**config.mk**
```make
export PLATFORM = sky130hd
export DESIGN_NAME = variable_node
export DESIGN_NICKNAME = d
export VERILOG_FILES = /design/src/rtl/ldpc_pkg.sv /design/src/rtl/ldpc_sat.sv /design/src/rtl/variable_node.sv
export SDC_FILE = /design/constraint.sdc
export NUM_CORES = 1
export LEC_CHECK = 0
export CAP_MARGIN = 20
export CORE_ASPECT_RATIO = 0.9
export CORE_MARGIN = 5
export CORE_UTILIZATION = 28
export CTS_BUF_LIST = sky130_fd_sc_hd__clkbuf_8
export DETAILED_ROUTE_END_ITERATION = 16
export GPL_TIMING_DRIVEN = 1
export SLEW_MARGIN = 20
export SYNTH_ARGS = -nofsm -noshare
export SYNTH_HDL_FRONTEND = slang
export SYNTH_SLANG_ARGS = --single-unit
```
**constraint.sdc**
```tcl
create_clock -name clk -period 25.6 [get_ports clk]
set_input_delay 6.4 -clock clk [delete_from_list [all_inputs] [get_ports clk]]
set_output_delay 6.4 -clock clk [all_outputs]
set_load 0.03 [all_outputs]
```
**src/rtl/ldpc_pkg.sv**
```systemverilog
// Shared LDPC definitions: node state encodings, lane slicing and
// accumulator guard width used by both variable and check nodes.

`ifndef LDPC_LANE
`define LDPC_LANE(k, w) ((k)*(w)) +: (w)
`endif

package ldpc_pkg;

  localparam int WEIGHT_DEFAULT       = 3;
  localparam int FLOAT_LENGTH_DEFAULT = 15;
  // Extra accumulator bits above the message width; 2^guard must exceed weight+1.
  localparam int SAT_GUARD_BITS       = 3;

  typedef enum logic [2:0] {
    VN_IDLE            = 3'd0,
    VN_WAIT_CHECK      = 3'd1,
    VN_ACCUMULATE      = 3'd2,
    VN_DECIDE          = 3'd3,
    VN_UPDATE_VARIABLE = 3'd4
  } vn_state_t;

  typedef enum logic [1:0] {
    CN_IDLE    = 2'd0,
    CN_COLLECT = 2'd1,
    CN_COMPUTE = 2'd2,
    CN_EMIT    = 2'd3
  } cn_state_t;

endpackage

```
**src/rtl/ldpc_sat.sv**
```systemverilog
// Symmetric saturation from a wide accumulator to message width.
// The most negative message code is never produced, so the check side
// can always negate a message safely.

module ldpc_sat #(
  parameter int IN_W  = 18,
  parameter int OUT_W = 15
) (
  input  logic [IN_W-1:0]  sat_in,
  output logic [OUT_W-1:0] sat_out
);

  localparam logic signed [IN_W-1:0] POS_LIMIT = {{(IN_W-OUT_W+1){1'b0}}, {(OUT_W-1){1'b1}}};
  localparam logic signed [IN_W-1:0] NEG_LIMIT = -POS_LIMIT;

  logic signed [IN_W-1:0] in_s;

  assign in_s = sat_in;

  // Clip to +/-(2^(OUT_W-1)-1), pass through otherwise.
  always_comb begin
    if (in_s > POS_LIMIT) begin
      sat_out = POS_LIMIT[OUT_W-1:0];
    end else if (in_s < NEG_LIMIT) begin
      sat_out = NEG_LIMIT[OUT_W-1:0];
    end else begin
      sat_out = in_s[OUT_W-1:0];
    end
  end

endmodule

```
**src/rtl/variable_node.sv**
```systemverilog
// Min-sum LDPC variable node. Holds a channel LLR, collects one message per
// connected check node, forms the hard decision from the total and returns
// extrinsic messages (total minus each lane's own input) lane by lane.

module variable_node
  import ldpc_pkg::*;
#(
  parameter int weight       = WEIGHT_DEFAULT,
  parameter int float_length = FLOAT_LENGTH_DEFAULT,
  parameter int sum_length   = float_length + SAT_GUARD_BITS
) (
  input  logic                             clk,
  input  logic                             rst,
  input  logic                             channel_load,
  input  logic [float_length-1:0]          channel_value,
  input  logic                             halt,
  input  logic [weight*float_length-1:0]   check_value_input,
  input  logic [weight-1:0]                check_enable_input,
  output logic [weight*float_length-1:0]   variable_value_output,
  output logic [weight-1:0]                variable_enable_output,
  output logic                             decision_bit,
  output logic                             decision_valid
);

  localparam int              JW     = (weight > 1) ? $clog2(weight) : 1;
  localparam logic [JW-1:0]   J_LAST = JW'(weight - 1);
  localparam logic [JW-1:0]   J_ZERO = JW'(0);
  localparam logic [JW-1:0]   J_ONE  = JW'(1);
  localparam int              EXT    = sum_length - float_length;

  vn_state_t                       state_q, state_d;
  logic [float_length-1:0]         channel_q, channel_d;
  logic [weight*float_length-1:0]  check_q, check_d;
  logic [sum_length-1:0]           acc_q, acc_d;
  logic [JW-1:0]                   j_q, j_d;
  logic [weight-1:0]               ack_seen_q, ack_seen_d;
  logic [weight-1:0]               captured_q, captured_d;
  logic [weight*float_length-1:0]  var_value_q, var_value_d;
  logic [weight-1:0]               var_en_q, var_en_d;
  logic                            decision_bit_q, decision_bit_d;
  logic                            decision_valid_q, decision_valid_d;

  logic [float_length-1:0]         acc_lane_s;
  logic [float_length-1:0]         upd_lane_s;
  logic [float_length-1:0]         sat_out_s;
  logic [sum_length-1:0]           acc_sum_s;
  logic [sum_length-1:0]           sat_in_s;
  int                              upd_idx_s;

  function automatic logic [sum_length-1:0] sext(input logic [float_length-1:0] v);
    return {{EXT{v[float_length-1]}}, v};
  endfunction

  // Lane selection for the running sum and for the extrinsic subtraction.
  // Outputs are computed one cycle ahead so lane j is visible during
  // UPDATE_VARIABLE cycle j (lane 0 is prepared while in DECIDE).
  always_comb begin
    acc_lane_s = check_q[`LDPC_LANE(int'(j_q), float_length)];
    if ((state_q == VN_UPDATE_VARIABLE) && (j_q != J_LAST)) begin
      upd_idx_s = int'(j_q) + 1;
    end else begin
      upd_idx_s = 0;
    end
    upd_lane_s = check_q[`LDPC_LANE(upd_idx_s, float_length)];
    acc_sum_s  = acc_q + sext(acc_lane_s);
    sat_in_s   = acc_q - sext(upd_lane_s);
  end

  ldpc_sat #(
    .IN_W  (sum_length),
    .OUT_W (float_length)
  ) u_sat (
    .sat_in  (sat_in_s),
    .sat_out (sat_out_s)
  );

  // Next-state logic: load restarts from anywhere, halt parks in IDLE.
  always_comb begin
    state_d          = state_q;
    channel_d        = channel_q;
    check_d          = check_q;
    acc_d            = acc_q;
    j_d              = j_q;
    ack_seen_d       = ack_seen_q;
    captured_d       = captured_q;
    var_value_d      = var_value_q;
    var_en_d         = var_en_q;
    decision_bit_d   = decision_bit_q;
    decision_valid_d = 1'b0;

    if (channel_load) begin
      channel_d = channel_value;
      for (int k = 0; k < weight; k++) begin
        var_value_d[`LDPC_LANE(k, float_length)] = channel_value;
      end
      var_en_d   = {weight{1'b1}};
      ack_seen_d = {weight{1'b0}};
      captured_d = {weight{1'b0}};
      j_d        = J_ZERO;
      state_d    = VN_WAIT_CHECK;
    end else if (halt) begin
      var_en_d = {weight{1'b0}};
      state_d  = VN_IDLE;
    end else begin
      case (state_q)
        VN_IDLE: begin
          state_d = VN_IDLE;
        end
        VN_WAIT_CHECK: begin
          // A lane is accepted only after it has been seen low, then high.
          for (int k = 0; k < weight; k++) begin
            if (!check_enable_input[k]) begin
              ack_seen_d[k] = 1'b1;
              var_en_d[k]   = 1'b0;
            end else if (ack_seen_q[k] && !captured_q[k]) begin
              check_d[`LDPC_LANE(k, float_length)] = check_value_input[`LDPC_LANE(k, float_length)];
              captured_d[k] = 1'b1;
            end else begin
              captured_d[k] = captured_q[k];
            end
          end
          if (&captured_q) begin
            acc_d   = sext(channel_q);
            j_d     = J_ZERO;
            state_d = VN_ACCUMULATE;
          end else begin
            state_d = VN_WAIT_CHECK;
          end
        end
        VN_ACCUMULATE: begin
          acc_d = acc_sum_s;
          if (j_q == J_LAST) begin
            decision_bit_d   = acc_sum_s[sum_length-1];
            decision_valid_d = 1'b1;
            j_d              = J_ZERO;
            state_d          = VN_DECIDE;
          end else begin
            j_d     = j_q + J_ONE;
            state_d = VN_ACCUMULATE;
          end
        end
        VN_DECIDE: begin
          var_value_d[`LDPC_LANE(0, float_length)] = sat_out_s;
          var_en_d[0] = 1'b1;
          j_d         = J_ZERO;
          state_d     = VN_UPDATE_VARIABLE;
        end
        VN_UPDATE_VARIABLE: begin
          if (j_q == J_LAST) begin
            ack_seen_d = {weight{1'b0}};
            captured_d = {weight{1'b0}};
            j_d        = J_ZERO;
            state_d    = VN_WAIT_CHECK;
          end else begin
            var_value_d[`LDPC_LANE(upd_idx_s, float_length)] = sat_out_s;
            var_en_d[upd_idx_s] = 1'b1;
            j_d     = j_q + J_ONE;
            state_d = VN_UPDATE_VARIABLE;
          end
        end
        default: begin
          state_d = VN_IDLE;
        end
      endcase
    end
  end

  // State and output registers with asynchronous active-low reset.
  always_ff @(posedge clk or negedge rst) begin
    if (!rst) begin
      state_q          <= VN_IDLE;
      channel_q        <= {float_length{1'b0}};
      check_q          <= {(weight*float_length){1'b0}};
      acc_q            <= {sum_length{1'b0}};
      j_q              <= J_ZERO;
      ack_seen_q       <= {weight{1'b0}};
      captured_q       <= {weight{1'b0}};
      var_value_q      <= {(weight*float_length){1'b0}};
      var_en_q         <= {weight{1'b0}};
      decision_bit_q   <= 1'b0;
      decision_valid_q <= 1'b0;
    end else begin
      state_q          <= state_d;
      channel_q        <= channel_d;
      check_q          <= check_d;
      acc_q            <= acc_d;
      j_q              <= j_d;
      ack_seen_q       <= ack_seen_d;
      captured_q       <= captured_d;
      var_value_q      <= var_value_d;
      var_en_q         <= var_en_d;
      decision_bit_q   <= decision_bit_d;
      decision_valid_q <= decision_valid_d;
    end
  end

  assign variable_value_output  = var_value_q;
  assign variable_enable_output = var_en_q;
  assign decision_bit           = decision_bit_q;
  assign decision_valid         = decision_valid_q;

endmodule
```
==> impl_metrics.tcl <==
set metrics [dict create \
    cts.clk_slew.worst_paths_ps 90 \
    min_period_over_period_pct 42.2 \
    power_frac_seq_pct 17.7 \
    cts_setup_buffers 0 \
    clockPowerShare_pct 9.8 \
    skew_ps 24.9 \
    stdcell_area_um2 16000 \
    seq_area_frac_synth_pct 25.4 \
    outcome "completed" \
    drt_wl_total_um 65900 \
    cts-hold-fix-buffers 0 \
    end_kind "flop" \
    layout_setup_ws_ps 14790 \
    grt-ovfl-total 0 \
    async_reset_ff_share_pct 100 \
    required_ps 26070 \
    tightest_slew_ps 1130 \
    clock_latency_ps 580 \
    num_io_pins 117 \
    clk_path_buf_depth 2 \
    p_comb_share_pct 72.5 \
    yosysWarningCount 0 \
    hold_path_class "reg -> reg" \
    grt_use_total_pct 24.1 \
    synth_top_family_by_area "compound AO/OA/AOI/OAI gates" \
    critPathKind "reg -> reg" \
    synth_mux_area_share_pct 13.9 \
    antenna_found_initial 1 \
    placeableCoreArea_um2 48800 \
    via_per_inst 6.05 \
    max_stage_delay_ps 830 \
    cts_resized 0 \
    drc_errors 0 \
    fin_tns_setup_ps 0 \
    power_density_nw_per_um2 129 \
    gp_congestion 1.04 \
    fin_nets 1941 \
    ir_worst_vdd_uv 80.1 \
    cts_tree "yes" \
    slew_headroom_pct 23.7 \
    drt_first_iter_violations 1869 \
    syn_avg_cell_area_um2 7.80 \
    p_sw_mw 1.18 \
    wire_per_inst_um 26.8 \
    synth_cells 1760 \
    synth_area_um2 13700 \
    dr.pass1.iters 6 \
    final_max_slew_viol_count 0 \
    ys.flop_type "dfrtp_1" \
    swShare_pct 57.4 \
    synth_edf_count 0 \
    final_hold_viol_count 0 \
    numPortBuffers 116 \
    setup_viol_count_final 0 \
    grt_pass1_wl_um 97000 \
    synth_cell_type_count 97 \
    arrival_ps 11290 \
    drv_cap 0 \
    critPathLaunchType "flop" \
    initial_core_util_pct 28.1 \
    p_int_mw 0.875 \
    hpwl_um 50100 \
    synth_compound_area_share_pct 27.3 \
    power_mw 2.06 \
    cts_root_buf "clkbuf_8" \
    dp_slack_ps 15140 \
    clock.fmax_ghz 0.0925 \
    grt_pass1_vias 14500 \
    synthSimpleGateAreaFrac_pct 20.7 \
    synth_xor_area_share_pct 2.57 \
    vias 14900 \
    drtAntennaViolNets 0 \
    numCtsBuffers 17 \
    ys_ff_latch 139 \
    grt_max_degree 77 \
    final_layout_size_suffix_gt1_share_pct 9.90 \
    clock_sinks 139 \
    placed_area_um2 15600 \
    die_h_um 220 \
    synth_fa_ha_area_share_pct 5.45 \
    crit_path_max_fanout 53 \
    slowest_stage "o41ai_1" \
    die-area_um2 53500 \
    rows 77 \
    grt_setup_unrepaired "no" \
    p_leak_nw 6.50 \
    finalCriticalPeriod_ps 10820 \
    cts_max_level 4 \
    syn_to_final_growth_pct 16.4 \
    die_w_um 243 \
    syn_nets 1885 \
]
## critical path: cells and delay by family, from the launching register on
family	cells	cell delay [ps]
flip-flops	1	360
XOR/XNOR	1	580
buffers and inverters	3	1300
adder cells (fa/ha/maj)	4	1440
AND/OR/NAND/NOR	7	2310
AO/OA/AOI/OAI	13	4660
## sequential cells by signal, indices dropped and copies added (netlist names), 2 cells and up
signal and count:
check_q 45, variable_value_output 45, acc_q 18, channel_q 15
ack_seen_q 3, captured_q 3, state_q 3, variable_enable_output 3
j_q 2
## final cells by class
class | instances | area [um^2]
Fill cell | 5113 | 32900
Sequential cell | 139 | 3480
Multi-Input combinational cell | 1452 | 9650
Inverter | 52 | 196
Antenna cell | 3 | 7.51
Tap cell | 632 | 791
Clock inverter | 14 | 169
Timing Repair Buffer | 154 | 1440
Clock buffer | 17 | 234
## cells in the final DEF, fill, tap and decap left out, types with 10 or more instances in the layout
master	Yosys	final
nand4_1	18	18
o31ai_1	17	17
a21o_1	16	16
clkdlybuf4s50_1	0	114
o22ai_1	20	20
ha_1	55	55
inv_1	46	47
mux4_2	17	17
nand2_1	239	239
and3_1	11	11
xnor2_1	26	24
nor2_1	158	157
dfrtp_1	139	139
mux2_2	46	46
a31oi_1	35	35
a21oi_1	153	153
nor3_1	37	35
o211ai_1	32	32
buf_4	2	38
o21a_1	14	14
a211oi_1	15	15
nand3_1	66	66
mux2i_1	100	100
o21ai_0	143	143
clkbuf_8	0	17
and2_1	21	21
a22oi_1	10	10
## metrics by stage
stage	hold WS [ps]	cells	utilization [%]
floorplan	453	1760	-
global placement	480	2429	31.8
detailed placement	480	2429	31.9
CTS	506	2460	32.7
global route	533	2460	32.7
finish	503	2463	32.7
## logic make-up (layout without fill, tap and decap cells)
kind of cell,Yosys count,in the layout
other,0,3
multiplexers,163,163
AO/OA/AOI/OAI,576,576
flip-flops,139,139
buffers and inverters,169,237
AND/OR/NAND/NOR,619,619
adder cells (fa/ha/maj),58,58
XOR/XNOR,36,36
## path summary, 6_finish.rpt
path                                                        from                                     to  slack [ps]  cells after the start
min in group asynchronous                                    rst  variable_value_output[22]$_DFFE_PN0P_        5880                      1
min reg2reg                variable_enable_output[0]$_DFFE_PN0P_  variable_enable_output[0]$_DFFE_PN0P_         500                      1
max                                           j_q[0]$_DFFE_PN0P_  variable_value_output[38]$_DFFE_PN0P_       14790                     28
max reg2reg                                   j_q[0]$_DFFE_PN0P_  variable_value_output[38]$_DFFE_PN0P_       14790                     28
min                        variable_enable_output[0]$_DFFE_PN0P_  variable_enable_output[0]$_DFFE_PN0P_         500                      1
max in group asynchronous                                    rst                check_q[35]$_DFFE_PN0P_       18340                      2
## routing by layer
metal / GRT usage (%) / vias up / wire length (um)
met3: 6.50 / 119 / 6910
met5: 0 / - / 0
met2: 35.7 / 867 / 28000
li1: - / 6634 / -
met1: 33.6 / 7288 / 28800
met4: 9.46 / 0 / 2290
## Yosys cell counts (all sizes together) (18+ instances only)
master,number,area (um^2)
ha,55,688
dfrtp,139,3480
and2,21,131
nor2,161,631
buf,27,126
clkbuf,90,338
inv,49,184
o21ai,154,786
o211ai,32,240
nand2,240,903
mux2,46,518
a31oi,35,219
a21oi,155,783
nor3,37,185
nand3,66,330
o22ai,20,125
mux2i,100,1000
xnor2,26,228
nand4,18,113
## power groups by stage
stage	logic, mW	clock network [mW]	registers (mW)
4_1_cts	1.44	0.210	0.364
6_report	1.49	0.203	0.364
5_1_grt	1.59	0.216	0.372
3_3_place_gp	1.43	0	0.366
2_1_floorplan	0.974	0	0.363
3_5_place_dp	1.43	0	0.367
Note: power is estimated with default switching activity, not from simulation.
